## src/rtl/conv2d_weight_loader.sv

```systemverilog
// conv2d_weight_loader: writer side of the conv2d weight/bias memory.
// Packs each output channel's weights (byte stream, weight 0 first) and its
// little-endian bias into one memory word, then issues a single write per
// channel, channels in ascending order. Reports done or a sticky framing error.
module conv2d_weight_loader #(
  parameter int NUM_OUT_CHANNELS = 16,  // 2..256
  parameter int WEIGHT_WIDTH     = 8,   // one weight per stream byte
  parameter int WEIGHTS_PER_CH   = 27,
  parameter int BIAS_WIDTH       = 16,  // sent as BIAS_WIDTH/8 bytes, LSB first
  parameter int ADDR_WIDTH       = 8
) (
  input  logic                                   clk,
  input  logic                                   rst_n,
  input  logic                                   start,
  input  logic                                   s_valid,
  output logic                                   s_ready,
  input  logic [7:0]                             s_data,
  input  logic                                   s_last,
  output logic                                   wr_en,
  output logic [ADDR_WIDTH-1:0]                  wr_addr,
  output logic [WEIGHTS_PER_CH*WEIGHT_WIDTH-1:0] wr_weights,
  output logic [BIAS_WIDTH-1:0]                  wr_bias,
  output logic                                   busy,
  output logic                                   done,
  output logic                                   error
);

  localparam int BIAS_BYTES = BIAS_WIDTH / 8;
  localparam int IDX_W      = $clog2(WEIGHTS_PER_CH + 1);
  localparam int WB         = $clog2(WEIGHTS_PER_CH * WEIGHT_WIDTH);
  localparam int BB         = $clog2(BIAS_WIDTH);

  localparam logic [IDX_W-1:0]      LAST_W_IDX = IDX_W'(WEIGHTS_PER_CH - 1);
  localparam logic [IDX_W-1:0]      LAST_B_IDX = IDX_W'(BIAS_BYTES - 1);
  localparam logic [ADDR_WIDTH-1:0] LAST_CH    = ADDR_WIDTH'(NUM_OUT_CHANNELS - 1);

  typedef enum logic [2:0] {
    S_IDLE,
    S_LOAD_W,
    S_LOAD_B,
    S_WRITE,
    S_DONE
  } state_e;

  state_e                                 state_q;
  logic [IDX_W-1:0]                       byte_idx_q;
  logic [ADDR_WIDTH-1:0]                  chan_q;
  logic                                   s_ready_q;
  logic                                   wr_en_q;
  logic [WEIGHTS_PER_CH*WEIGHT_WIDTH-1:0] wr_weights_q;
  logic [BIAS_WIDTH-1:0]                  wr_bias_q;
  logic                                   busy_q;
  logic                                   done_q;
  logic                                   error_q;

  logic             beat;
  logic             final_byte;
  logic             framing_abort;
  logic [WB-1:0]    w_lsb;
  logic [BB-1:0]    b_lsb;

  // Handshake uses the registered ready, so nothing here feeds back into s_ready.
  assign beat          = s_valid && s_ready_q;
  // The one byte allowed to carry s_last: bias high byte of the last channel.
  assign final_byte    = (state_q == S_LOAD_B) && (byte_idx_q == LAST_B_IDX) &&
                         (chan_q == LAST_CH);
  assign framing_abort = beat && s_last && !final_byte;
  assign w_lsb         = WB'(byte_idx_q) * WB'(WEIGHT_WIDTH);
  assign b_lsb         = BB'(byte_idx_q) * BB'(8);

  // Load FSM: collects bytes, issues one write per channel, reports completion.
  always_ff @(posedge clk or negedge rst_n) begin
    if (!rst_n) begin
      state_q      <= S_IDLE;
      byte_idx_q   <= '0;
      chan_q       <= '0;
      s_ready_q    <= 1'b0;
      wr_en_q      <= 1'b0;
      // NOTE: the packing register is an output, so it is reset like any other
      // output; it is a flop bank, not a RAM, and resetting it costs nothing.
      wr_weights_q <= '0;
      wr_bias_q    <= '0;
      busy_q       <= 1'b0;
      done_q       <= 1'b0;
      error_q      <= 1'b0;
    end else begin
      // NOTE: non-blocking assignments only, so every branch below reads the
      // pre-edge value of each register regardless of statement order.
      wr_en_q <= 1'b0;
      done_q  <= 1'b0;

      if (framing_abort) begin
        // Stray s_last: drop the byte, keep earlier writes, no done.
        error_q   <= 1'b1;
        busy_q    <= 1'b0;
        s_ready_q <= 1'b0;
        state_q   <= S_IDLE;
      end else begin
        unique case (state_q)
          S_IDLE: begin
            if (start) begin
              state_q    <= S_LOAD_W;
              error_q    <= 1'b0;
              chan_q     <= '0;
              byte_idx_q <= '0;
              busy_q     <= 1'b1;
              s_ready_q  <= 1'b1;
            end
          end

          S_LOAD_W: begin
            if (beat) begin
              wr_weights_q[w_lsb +: 8] <= s_data;
              if (byte_idx_q == LAST_W_IDX) begin
                byte_idx_q <= '0;
                state_q    <= S_LOAD_B;
              end else begin
                byte_idx_q <= byte_idx_q + 1'b1;
              end
            end
          end

          S_LOAD_B: begin
            if (beat) begin
              wr_bias_q[b_lsb +: 8] <= s_data;
              if (byte_idx_q == LAST_B_IDX) begin
                // A final byte without s_last is flagged but still written.
                if (final_byte && !s_last) error_q <= 1'b1;
                s_ready_q <= 1'b0;
                wr_en_q   <= 1'b1;
                state_q   <= S_WRITE;
              end else begin
                byte_idx_q <= byte_idx_q + 1'b1;
              end
            end
          end

          S_WRITE: begin
            if (chan_q == LAST_CH) begin
              done_q  <= 1'b1;
              state_q <= S_DONE;
            end else begin
              chan_q     <= chan_q + 1'b1;
              byte_idx_q <= '0;
              s_ready_q  <= 1'b1;
              state_q    <= S_LOAD_W;
            end
          end

          S_DONE: begin
            busy_q  <= 1'b0;
            state_q <= S_IDLE;
          end

          default: state_q <= S_IDLE;
        endcase
      end
    end
  end

  assign s_ready    = s_ready_q;
  assign wr_en      = wr_en_q;
  assign wr_addr    = chan_q;
  assign wr_weights = wr_weights_q;
  assign wr_bias    = wr_bias_q;
  assign busy       = busy_q;
  assign done       = done_q;
  assign error      = error_q;

endmodule

```

## config.mk

```make
export PLATFORM = sky130hd
export DESIGN_NAME = conv2d_weight_loader
export DESIGN_NICKNAME = d
export VERILOG_FILES = /design/src/rtl/conv2d_weight_loader.sv
export SDC_FILE = /design/constraint.sdc
export NUM_CORES = 1
export LEC_CHECK = 0
export BUFFER_PORTS_ARGS = -buffer_cell sky130_fd_sc_hd__buf_2
export CAP_MARGIN = 0
export CORE_ASPECT_RATIO = 0.6
export CORE_MARGIN = 10
export CORE_UTILIZATION = 57
export CTS_CLUSTER_SIZE = 14
export DETAILED_ROUTE_END_ITERATION = 8
export HOLD_SLACK_MARGIN = 0.15
export PLACE_DENSITY = 0.95
export SYNTH_ARGS = -nofsm -noshare
export SYNTH_HDL_FRONTEND = slang
export SYNTH_SLANG_ARGS = --single-unit
```

## constraint.sdc

```tcl
create_clock -name clk -period 4.4 [get_ports clk]
set_input_delay 0.66 -clock clk [delete_from_list [all_inputs] [get_ports clk]]
set_output_delay 0.66 -clock clk [all_outputs]
set_load 0.005 [all_outputs]
```

# ---- Word level (Yosys, flattened, before mapping)
# Index checks and enable logic that the tools add are counted.
dict set report totals {
  latchBits 0
  ram_bits 0
  n_memories 0
  inputBits 13
  output_inout_bits 245
  ff_bits 253
  word_cells 101
  rom_bits 0
}
dict set report classes {
  addsub 4
  shift 4
  n_bitwise 1
  eq_ne 19
  order_cmp 0
  muxes 41
  div_mod_pow 0
  multipliers 0
  n_reduce_logical 22
}
# op n
set op_table {}
lappend op_table {{216-bit bitwise mux} 1}
lappend op_table {{8-bit by 10-bit variable shift with 216-bit output (first input constant)} 1}
lappend op_table {{8-bit by 10-bit indexed part select with 216-bit output} 1}
lappend op_table {{5-bit two-way mux} 6}
lappend op_table {{3-bit two-way mux} 7}
lappend op_table {{5-bit one-hot mux with 4 select lines} 1}
lappend op_table {{1-bit two-way mux} 18}
lappend op_table {{16-bit bitwise mux} 1}
lappend op_table {{8-bit two-way mux} 2}
lappend op_table {{8-bit one-hot mux with 2 select lines} 1}
lappend op_table {{8-bit by 6-bit variable shift with 16-bit output (first input constant)} 1}
lappend op_table {{8-bit by 6-bit indexed part select with 16-bit output} 1}
lappend op_table {{3-bit inequality test (second input constant)} 5}
lappend op_table {{5-bit AND reduction} 3}
lappend op_table {{3-bit one-hot mux with 4 select lines} 1}
lappend op_table {{2-bit inequality test (second input constant)} 5}
lappend op_table {{8-bit negator with 10-bit output} 1}
lappend op_table {{8-bit by 1-bit adder with 8-bit output (second input constant)} 1}
lappend op_table {{8-bit by 4-bit equality test with 1-bit output (second input constant)} 1}
lappend op_table {{4-bit nonzero test} 2}
lappend op_table {{7-bit AND reduction} 1}
lappend op_table {{3-bit by 2-bit equality test with 1-bit output (second input constant)} 2}
lappend op_table {{1-bit logical AND} 6}
lappend op_table {{3-bit by 2-bit inequality test with 1-bit output (second input constant)} 2}
lappend op_table {{16 further kinds} 20}

# ---- Logic depth before layout (Yosys ltp)
dict set report depth {
  word_depth 9
  mapped_depth 11
  ltp_nobuf 7
}

# ---- Worst setup path before layout
# Ideal clock, no wire load.
dict set report synth_path {
  kind {register to register}
  start {register byte_idx_q[0]}
  end {register wr_weights_q[200], in the netlist wr_weights[200]}
  setup_time_ps 125
  stages_incl_launch_ff 11
  synth_period_minus_slack_ps 2783
  slack_ps 1617
  arrival_time_ps 2658
  n_path_buf 3
  required_ps 4275
  cell_sequence {dfrtp_1 clkbuf_1 inv_1 ha_1 buf_2 xor2_1 a211oi_4 nand2_1 or3_1 buf_6 mux2_4}
}
dict set report synth_between {
  elab_chain_cells 7
  elab_cells_between_ends 11
  cone_classes {1 x add/sub; 1 x eq/ne; 2 x shift; 1 x mux; 1 x bitwise; 5 x reduce/logical}
}
# item line
set synth_rtl {}
lappend synth_rtl {{start, declared} 46} ;# logic [IDX_W-1:0] byte_idx_q;
lappend synth_rtl {{start signal, assigned} 118} ;# byte_idx_q <= byte_idx_q + 1'b1;
lappend synth_rtl {{start signal, assigned} 133} ;# byte_idx_q <= byte_idx_q + 1'b1;
lappend synth_rtl {{parallel branches: the longest is 7 deep, another holds 8-bit negator with 10-bit output} -}
lappend synth_rtl {{end signal, assigned by index} 113} ;# wr_weights_q[w_lsb +: 8] <= s_data;
lappend synth_rtl {{end, declared} 50} ;# logic [WEIGHTS_PER_CH*WEIGHT_WIDTH-1:0] wr_weights_q;
# Parallel ways; which one is timed is not known.
# A chain may end at the register's enable or synchronous reset.

# ---- Final worst setup path
dict set report layout_path {
  start {register byte_idx_q[0]}
  end {register wr_weights_q[67], in the netlist wr_weights[67]}
}
# The elaborated chain is that of the path after synthesis.

==> qor.log <==
qor: layout.non_filler_cells_final 1326
qor: critical_path.path_max_fanout 14
qor: clock_tree.cts.hold.buffers_added 0
qor: critical_path.setup.worst_path.start_class flop
qor: floorplanning.die_width 200 um
qor: yosys.syn-mean-instance-area 13.5 um2
qor: drt.antenna_violating_nets_post_route 0
qor: clock_tree.cts.root.buffer_cell sky130_fd_sc_hd__clkbuf_16
qor: clock_tree.tritoncts.num_buffers 23
qor: sta.max-slew-margin-rel 0.243
qor: critical_path.reg2reg_depth 7
qor: sta.final_period_minus_worst_setup_slack 3690 ps
qor: critical_path.critical_path_class flop to flop
qor: drt.route.layer.met1.wl 13500 um
qor: drt.wire_per_inst 24.3 um
qor: floorplanning.die-area 0.0255 mm2
qor: floorplanning.die_y 128 um
qor: clock_tree.clk_transition_reported_paths 70 ps
qor: drt.topRoutingLayerUsed met4
qor: sta.maxSlewViolCount 0
qor: layout.drive_above_1_share 0.481
qor: yosys.post-synth-top-area-cell sky130_fd_sc_hd__dfrtp_1
qor: sta.setup_total_negative_slack 0 ps
qor: critical_path.arrival 4110 ps
qor: sta.timing.clock.skew 20.1 ps
qor: global_routing.global_route.overflow_total 0
qor: critical_path.worst-endpoint-required 4820 ps
qor: floorplanning.placement_rows 39
qor: yosys.ys_async_sr_fraction 1.00
qor: drt.routed_wirelength 32300 um
qor: floorplanning.boundaryPins 258
qor: sta.fin_crit_sh 0.839
qor: placed_design.placed_cells 1288
qor: sta.unrepaired_setup_endpoints_after_global_routing false
qor: clock_tree.post_cts_gate_resize_count 0
qor: power.leakagePower 7.49 nW
qor: yosys.ys_warn_count 0
qor: critical_path.setup.reg_to_reg.worst_slack 710 ps
qor: yosys.synth_edf_count 0
qor: yosys.synthFlopType sky130_fd_sc_hd__dfrtp_1
qor: critical_path.worst_r2r_endpoint wr_weights[67]
qor: layout.final_nets 1086
qor: power.power.density_cell_area 483 mW/mm2
qor: yosys.synth_area 0.0110 mm2
qor: placed_design.placement.io_buffers 257
qor: floorplanning.core_area 0.0190 mm2
qor: placed_design.pre_cts_ws 813 ps
qor: yosys.synth_seq_area_share 0.573
qor: floorplanning.start_util 0.580
qor: layout.area_delta_synth_final 20.0%
qor: global_routing.via_count_of_the_first_global_routing_pass 8138
qor: placed_design.place.gp.congestion 0.925
qor: sta.setup-violations-final 0
qor: run_status.status finished, final reports clean
qor: drt.dr_wl_met2 14500 um
qor: yosys.synth-seq-cells 253
qor: global_routing.grt_first_pass_wirelength 49100 um
qor: clock_tree.cts_buffer_depth 3
qor: critical_path.crit-reg2reg-launch byte_idx_q[0]
qor: sta.maxClockFrequency 0.271 GHz
qor: clock_tree.worstSkewPairLatency 540 ps
qor: layout.antenna_cells_inserted 0
qor: power.vdd_drop_max 346 uV
qor: clock_tree.numClockSinks 253
qor: yosys.synthTopCellsByCount sky130_fd_sc_hd__dfrtp_1, sky130_fd_sc_hd__mux2_2, sky130_fd_sc_hd__nand2_1
qor: yosys.nets_in_the_synthesized_netlist 837
qor: global_routing.largest_net_degree_at_the_start_of_global_routing 112
qor: yosys.syn-instance-count 818
qor: drt.avgViaCountPerCell 5.90
qor: sta.worst_pin_slew 1130 ps
qor: yosys.synth.lib_cells_used.distinct 62
qor: placed_design.dp.final_hpwl 23000 um
qor: global_routing.grtUsageTotal 0.246
qor: global_routing.grt_antenna_before_repair 1
qor: drt.drt_iter0_drc 559
qor: critical_path.end_kind flop
qor: drt.drc 0
qor: clock_tree.tritoncts built
qor: drt.drt_pre_antenna_iters 7
qor: hold_path.hp-class input pin to asynchronous set/reset pin
qor: sta.report.final.hold_viol_count 0
qor: clock_tree.cts_setup_buffers 0
qor: job.cap_violations 0
qor: sta.setup_ws 707 ps
qor: clock_tree.clock_tree.htree_level_count 1
qor: drt.routed-wl-met3 3610 um
qor: yosys.netlist.area_leader.share 0.573
qor: yosys.yosys.cell_count.top_type sky130_fd_sc_hd__dfrtp_1
qor: drt.vias 7826
qor: yosys.synthTopCellsByArea sky130_fd_sc_hd__dfrtp_1, sky130_fd_sc_hd__mux2_2, sky130_fd_sc_hd__mux2_4
==> power by group <==
| part | switching, mW | internal (mW) |
|---|---|---|
| sequential | 0.206 | 2.54 |
| clock | 0.866 | 1.17 |
| combinational | 1.00 | 0.613 |
| total | 2.07 | 4.32 |
==> cells by family (layout without fill, tap and decap cells) <==
group	after synthesis	in the layout	share of synthesized area
DFF	253	253	0.573
and+or+nand+nor	225	225	0.121
muxes	203	203	0.220
AOI/OAI and AO/OA	88	88	0.0578
buffers and inverters	40	302	0.0181
adders and majority gates	6	6	0.00680
xor gates and xnor gates	3	3	0.00238
==> registers in the layout (all words and copies together) (netlist names) <==
name        count
state_q         3
busy            1
done            1
error           1
byte_idx_q      5
wr_weights    216
s_ready         1
wr_bias        16
wr_addr         8
wr_en           1
==> stage by stage <==
stage | hold WS [ps] | cell area, um2 | util | total power, mW
floorplan | 364 | 11000 | - | 3.75
global placement | 458 | 12500 | 0.657 | 4.31
detailed placement | 462 | 12500 | 0.657 | 4.37
CTS | 227 | 13300 | 0.696 | 6.41
global route | 270 | 13300 | 0.696 | 6.68
finish | 192 | 13300 | 0.696 | 6.40
==> layer usage <==
metal | vias to the layer above | GRT usage
met4 | 0 | 0.0567
met3 | 46 | 0.0860
met2 | 385 | 0.381
met5 | - | 0
met1 | 3969 | 0.329
li1 | 3426 | -
==> critical path, cell delays in order, from the launching register on <==
cell and delay, ps:
sky130_fd_sc_hd__dfrtp_1 560, sky130_fd_sc_hd__inv_1 170, sky130_fd_sc_hd__ha_1 350, sky130_fd_sc_hd__nor3b_1 200
sky130_fd_sc_hd__xnor2_1 550, sky130_fd_sc_hd__nor3b_2 860, sky130_fd_sc_hd__nand2_1 460, sky130_fd_sc_hd__mux2_2 410
==> worst max-delay path by stage <==
stage | slack (ps) | end | from
after floorplan | 1620 | wr_weights[200] | byte_idx_q[0]
after global placement | 1020 | wr_weights[128] | byte_idx_q[0]
after detailed placement | 810 | wr_weights[65] | byte_idx_q[0]
after CTS | 730 | wr_weights[129] | byte_idx_q[0]
after global routing | 470 | wr_weights[133] | byte_idx_q[0]
final | 710 | wr_weights[67] | byte_idx_q[0]
==> area by class of cell <==
| class | count | area, um2 |
|---|---|---|
| Sequential cell | 253 | 6330 |
| Clock buffer | 34 | 667 |
| Fill cell | 1339 | 5780 |
| Inverter | 4 | 15.0 |
| Clock inverter | 4 | 85.1 |
| Timing Repair Buffer | 260 | 1330 |
| Tap cell | 246 | 308 |
| Multi-Input combinational cell | 525 | 4520 |
==> cells in the final DEF, fill, tap and decap left out, drive strengths merged, types with 3 or more instances in the layout <==
cell     synthesis  routed
nor4             9       9
ha               6       6
or2              5       5
nor2b            9       9
a31oi            3       3
buf             16     260
clkbuf          20      34
o21ai           35      35
a211oi           4       4
o2111ai          3       3
nand2b           5       5
a2111oi          3       3
or3             10      10
nand2           62      62
nand3b           3       3
and3            13      13
o31ai            5       5
a221o            3       3
nor3            11      11
a21oi            5       5
and2            45      45
dfrtp          253     253
mux2           201     201
a21o            11      11
inv              4       5
nand3           12      12
nor2            29      29
nand4            3       3
No activity file was read; power rests on OpenSTA's default activity.
